<file path="config.mk">
export PLATFORM = sky130hd
export DESIGN_NAME = madd_ctrl
export DESIGN_NICKNAME = d
export VERILOG_FILES = /design/src/rtl/madd_ctrl_pkg.sv /design/src/rtl/madd_ctrl_mul.sv /design/src/rtl/madd_ctrl.sv
export SDC_FILE = /design/constraint.sdc
export NUM_CORES = 2
export LEC_CHECK = 0
export CAP_MARGIN = 20
export CORE_UTILIZATION = 55
export CTS_CLUSTER_DIAMETER = 30
export DETAILED_ROUTE_END_ITERATION = 8
export PLACE_DENSITY_LB_ADDON = 0.2
export SLEW_MARGIN = 5
export SYNTH_ARGS = -nofsm -noshare
export SYNTH_HDL_FRONTEND = slang
export SYNTH_SLANG_ARGS = --single-unit
</file>
<file path="constraint.sdc">
create_clock -name clk -period 14.5 [get_ports clk]
set_input_delay 2.9 -clock clk [delete_from_list [all_inputs] [get_ports clk]]
set_output_delay 2.9 -clock clk [all_outputs]
set_load 0.03 [all_outputs]
</file>
<file path="src/rtl/madd_ctrl_pkg.sv">
// madd_ctrl_pkg: shared defines for the multiply-accumulate controller.
// Stall/bus types, op and state encodings, ALU-op codes.
package madd_ctrl_pkg;

  localparam logic RstEnable  = 1'b1;
  localparam logic Stop       = 1'b1;
  localparam logic NoStop     = 1'b0;
  localparam int   StallMem   = 4;

  typedef logic [5:0]  stall_signal_t;
  typedef logic [63:0] double_reg_bus_t;

  localparam logic [7:0] EXE_MADD_OP  = 8'b1010_0110;
  localparam logic [7:0] EXE_MADDU_OP = 8'b1010_1000;
  localparam logic [7:0] EXE_MSUB_OP  = 8'b1010_1010;
  localparam logic [7:0] EXE_MSUBU_OP = 8'b1010_1011;

  typedef enum logic [1:0] {
    OP_MADD  = 2'b00,
    OP_MADDU = 2'b01,
    OP_MSUB  = 2'b10,
    OP_MSUBU = 2'b11
  } madd_op_e;

  typedef enum logic [1:0] {
    S_IDLE = 2'b00,
    S_MUL  = 2'b01,
    S_ACC  = 2'b10
  } madd_state_e;

  // op[0] selects unsigned multiply, op[1] selects subtract
  function automatic logic op_is_signed(madd_op_e op);
    return ~op[0];
  endfunction

  function automatic logic op_is_sub(madd_op_e op);
    return op[1];
  endfunction

endpackage

</file>
<file path="src/rtl/madd_ctrl_mul.sv">
// mul32x32: 32x32->64 multiplier, signed or unsigned, purely combinational.
// Ports: a, b operands; is_signed selects mode; p low 64 bits of product.
module mul32x32 (
  input  logic        is_signed,
  input  logic [31:0] a,
  input  logic [31:0] b,
  output logic [63:0] p
);

  logic signed [32:0] ax;
  logic signed [32:0] bx;
  logic signed [65:0] full;

  // a 33rd bit turns unsigned operands into non-negative signed ones
  assign ax   = {is_signed & a[31], a};
  assign bx   = {is_signed & b[31], b};
  assign full = ax * bx;
  assign p    = full[63:0];

endmodule

</file>
<file path="src/rtl/madd_ctrl.sv">
// madd_ctrl: multi-cycle MADD/MADDU/MSUB/MSUBU sequencer (IDLE->MUL->ACC).
// Ports: clk, rst (sync high), start_i, op_i, opdata1_i, opdata2_i,
// hilo_i, stall_i, flush_i -> stallreq_o, whilo_o, hi_o, lo_o, illegal_o.
// MACC_SUB_EN defined: MSUB/MSUBU legal; otherwise op_i[1]=1 is illegal.
module madd_ctrl
  import madd_ctrl_pkg::*;
(
  input  logic            clk,
  input  logic            rst,
  input  logic            start_i,
  input  logic [1:0]      op_i,
  input  logic [31:0]     opdata1_i,
  input  logic [31:0]     opdata2_i,
  input  double_reg_bus_t hilo_i,
  input  stall_signal_t   stall_i,
  input  logic            flush_i,
  output logic            stallreq_o,
  output logic            whilo_o,
  output logic [31:0]     hi_o,
  output logic [31:0]     lo_o,
  output logic            illegal_o
);

  madd_state_e     state_q;
  madd_state_e     state_d;
  madd_op_e        op_q;
  logic [31:0]     a_q;
  logic [31:0]     b_q;
  double_reg_bus_t prod_q;
  double_reg_bus_t prod_d;
  double_reg_bus_t result;

  logic hold;
  logic legal;
  logic idle;
  logic accept;
  logic unused_stall;

  assign hold = (stall_i[StallMem] == Stop);
  assign unused_stall = ^{stall_i[5], stall_i[3:0]};

`ifdef MACC_SUB_EN
  assign legal = 1'b1;
`else
  assign legal = ~op_i[1];
`endif

  assign idle   = (state_q == S_IDLE);
  assign accept = idle & start_i & legal;

  mul32x32 u_mul (
    .is_signed (op_is_signed(op_q)),
    .a         (a_q),
    .b         (b_q),
    .p         (prod_d)
  );

  always_comb begin
    state_d = state_q;
    if (flush_i) begin
      state_d = S_IDLE;
    end else if (!hold) begin
      unique case (state_q)
        S_IDLE:  state_d = accept ? S_MUL : S_IDLE;
        S_MUL:   state_d = S_ACC;
        S_ACC:   state_d = S_IDLE;
        default: state_d = S_IDLE;
      endcase
    end
  end

  // hilo_i is read here, in ACC, so a forwarded value is used
  always_comb begin
    result = hilo_i + prod_q;
    if (op_is_sub(op_q)) begin
      result = hilo_i - prod_q;
    end
  end

  always_comb begin
    stallreq_o = accept | (state_q == S_MUL);
    whilo_o    = (state_q == S_ACC) & ~hold
               & ~flush_i & ~rst;
    illegal_o  = idle & start_i & ~legal
               & ~flush_i & ~rst;
    {hi_o, lo_o} = whilo_o ? result : '0;
  end

  always_ff @(posedge clk) begin
    if (rst == RstEnable) begin
      state_q <= S_IDLE;
      op_q    <= OP_MADD;
      a_q     <= '0;
      b_q     <= '0;
      prod_q  <= '0;
    end else if (flush_i) begin
      state_q <= S_IDLE;
      op_q    <= OP_MADD;
      a_q     <= '0;
      b_q     <= '0;
      prod_q  <= '0;
    end else if (!hold) begin
      state_q <= state_d;
      if (accept) begin
        op_q <= madd_op_e'(op_i);
        a_q  <= opdata1_i;
        b_q  <= opdata2_i;
      end
      if (state_q == S_MUL) begin
        prod_q <= prod_d;
      end
    end
  end

endmodule
</file>
==> summary.md <==
| Metric | Value |
|---|---|
| Setup slack at placement | 4.22 ns |
| GR Util All Layers | 0.326 |
| First drt pass iteration count | 5 |
| Status | completed |
| CP endpoint kind | output pin |
| YS warnings | 0 |
| Iter 0 DRT Violations | 2791 |
| Worst path arrival time | 7.41 ns |
| Largest net degree at the start of global routing | 67 |
| Clock Skew | 0.0159 ns |
| Post-synthesis cell area | 47900 um2 |
| Worst Hold Class | reg -> reg |
| Detailed Route WL | 140 mm |
| Max-slew violations | 0 |
| Vias | 37700 |
| Final #Nets | 7097 |
| Max VDD drop | 0.0830 mV |
| Final Setup Violations | 0 |
| CTS root buf | clkbuf_16 |
| Max-Cap Viols | 0 |
| Clk_lat worst skew | 0.49 ns |
| Total core area | 85700 um2 |
| First-pass GRT wire length | 222 mm |
| Setup Fix Bufs, Post-CTS | 0 |
| Storage element area | 2660 um2 |
| PwrDens | 21.2 nW/um2 |
| Minimum clock period | 10.31 ns |
| Port Buffer Count | 201 |
| Crit path kind | in -> out |
| Flops & latches, synth | 132 |
| Row cnt | 107 |
| Hpwl dp | 106 mm |
| Die width | 297 um |
| GPL Wtd Cong | 0.969 |
| Crit share post-route | 0.711 |
| DRC viols | 0 |
| Sequential-to-total area share from yosys stat | 0.0552 |
| Core Util, Final | 0.598 |
| CTS Sinks | 132 |
| RSZ-0062 raised after global routing | no |
| Synth area leader | fa_1 |
| Critical Path Fanout Max | 6 |
| Count of flip-flops with a built-in enable after synthesis | 0 |
| Worst Tran Pin Value | 1.08 ns |
| CTS tree | built |
| CP Launch Type | input pin |
| CTS Buf Count | 17 |
| Ports | 207 |
| Fmax | 97.0 MHz |
| Die ar. | 88300 um2 |
| Leak pwr | 24.0 nW |
| Cts hold-fix bufs | 0 |
| Fin. Hold Viols | 0 |
| Post-synth ARST share | 0 |
| Ratio of cells with drive above 1 in the final layout | 0.0259 |
| Die Height | 297 um |
| DR WL/cell | 20.8 um |
| Slew Limit Headroom | 0.281 |
| Multi-input logic area | 39700 um2 |
| GR Overflow Total | 0 |
| FILL cells | 7615 |
| Syn_area_per_cell | 8.58 um2 |
| Initial Util | 0.559 |
| Post-synth top area share | 0.471 |
| ANT nets after route | 0 |
| Mapped Nets | 7124 |
| Initial antenna violation count | 5 |
| Vias in the first global route | 39700 |
| Distinct cells, synth | 83 |
| Cells after Synth | 5582 |
| Layout area overhead | 7.04% |
| Setup TNS | 0 ns |
| Htree depth | 4 |
| Clk slew on worst S/H paths | 0.06 ns |
| Post-synth top flop | dfxtp_1 |
| CTS resizes | 0 |
| Via-per-instance ratio | 5.61 |
| Worst setup margin | 4.19 ns |
| Critical path required time | 11.60 ns |
| Clock Path Buffers | 2 |
| Synth area leaders | fa_1, inv_1, nand2_1 |
cell usage after synthesis (17+ instances only):
cell / instances
fa_1: 1126
dfxtp_1: 132
and2_1: 400
nand2_1: 965
a31oi_1: 36
o21ai_1: 21
inv_1: 1162
clkbuf_1: 297
nand4_1: 23
a211oi_1: 22
a21oi_1: 262
nor4_1: 17
nand3_1: 27
o21ai_0: 55
ha_1: 276
nor3_1: 46
a21o_1: 88
nor2_1: 189
xnor2_1: 141
xor2_1: 51
per-layer routing:
metal / wire length (um) / part of all wire / GRT usage
met5: 0 / 0 / 0
met4: 4870 / 0.035 / 0.114
met3: 12100 / 0.086 / 0.0665
met2: 66000 / 0.47 / 0.527
met1: 56800 / 0.41 / 0.437
per-stage QoR:
| stage | hold slack [ns] | power [W] | area (um2) | instances |
|---|---|---|---|---|
| detailed placement | 0.447 | 0.000647 | 50700 | 6679 |
| global route | 0.488 | 0.00113 | 51300 | 6715 |
| global placement | 0.442 | 0.000647 | 50700 | 6679 |
| floorplan | 0.452 | 0.000541 | 47900 | 5582 |
| finish | 0.454 | 0.00109 | 51300 | 6716 |
| CTS | 0.457 | 0.00109 | 51200 | 6711 |
power breakdown:
part / leakage, nW / switching, W / internal (W)
sequential: 1.07 / 0.00000682 / 0.000365
clock: 0.272 / 0.000203 / 0.000240
combinational: 22.6 / 0.000162 / 0.000110
worst paths after layout:
| path | startpoint | end | slack (ns) | cells past startpoint |
|---|---|---|---|---|
| max | hilo_i[0] | hi_o[24] | 4.19 | 16 |
| min | b_q[10]$_SDFFE_PP0P_ | b_q[10]$_SDFFE_PP0P_ | 0.45 | 2 |
| min reg2reg | b_q[10]$_SDFFE_PP0P_ | b_q[10]$_SDFFE_PP0P_ | 0.45 | 2 |
| max reg2reg | a_q[31]$_SDFFE_PP0P_ | prod_q[63]$_SDFFE_PP0P_ | 5.23 | 28 |
cell families after synthesis:
kind of cell	after synthesis	share of synthesized area
AND/OR/NAND/NOR	1764	0.170
adder cells (fa/ha/maj)	1402	0.543
buffers and inverters	1476	0.116
multiplexers	4	0.000836
flip-flops	132	0.0552
AO/OA/AOI/OAI	612	0.0800
XOR/XNOR	192	0.0351
cell type report:
class,instances,share of cell area
multi-input combinational,3974,0.775
antenna,4,0.000195
tap,1144,0.0279
clock inverter,15,0.00288
clock buffer,17,0.00830
sequential,132,0.0518
inverter,1162,0.0851
timing repair buffer,268,0.0492
layout by cell type, fill, tap and decap left out, drive strengths merged, types with 88 or more instances in the layout:
cell type / n
a21o: 88
a21oi: 264
and2: 400
clkdlybuf4s50: 201
dfxtp: 132
fa: 1126
ha: 276
inv: 1168
nand2: 965
nor2: 189
xnor2: 141
registers in the layout, summed over array words and instances (netlist names):
name	count
op_q	2
state_q	2
a_q	32
prod_q	64
b_q	32
worst max-delay path, stage by stage:
cell	delay [ns]
clkdlybuf4s50_1	0.40
inv_1	0.10
ha_1	0.18
inv_1	0.06
fa_1	0.45
a211o_1	0.35
a21oi_2	0.18
a21bo_2	0.20
nand2_1	0.11
a211oi_4	0.47
o21ai_1	0.28
a221oi_1	0.58
o21ai_1	0.17
xnor2_1	0.17
nor2_1	0.12
clkdlybuf4s50_1	0.69
Note: power is estimated with default switching activity, not from simulation.
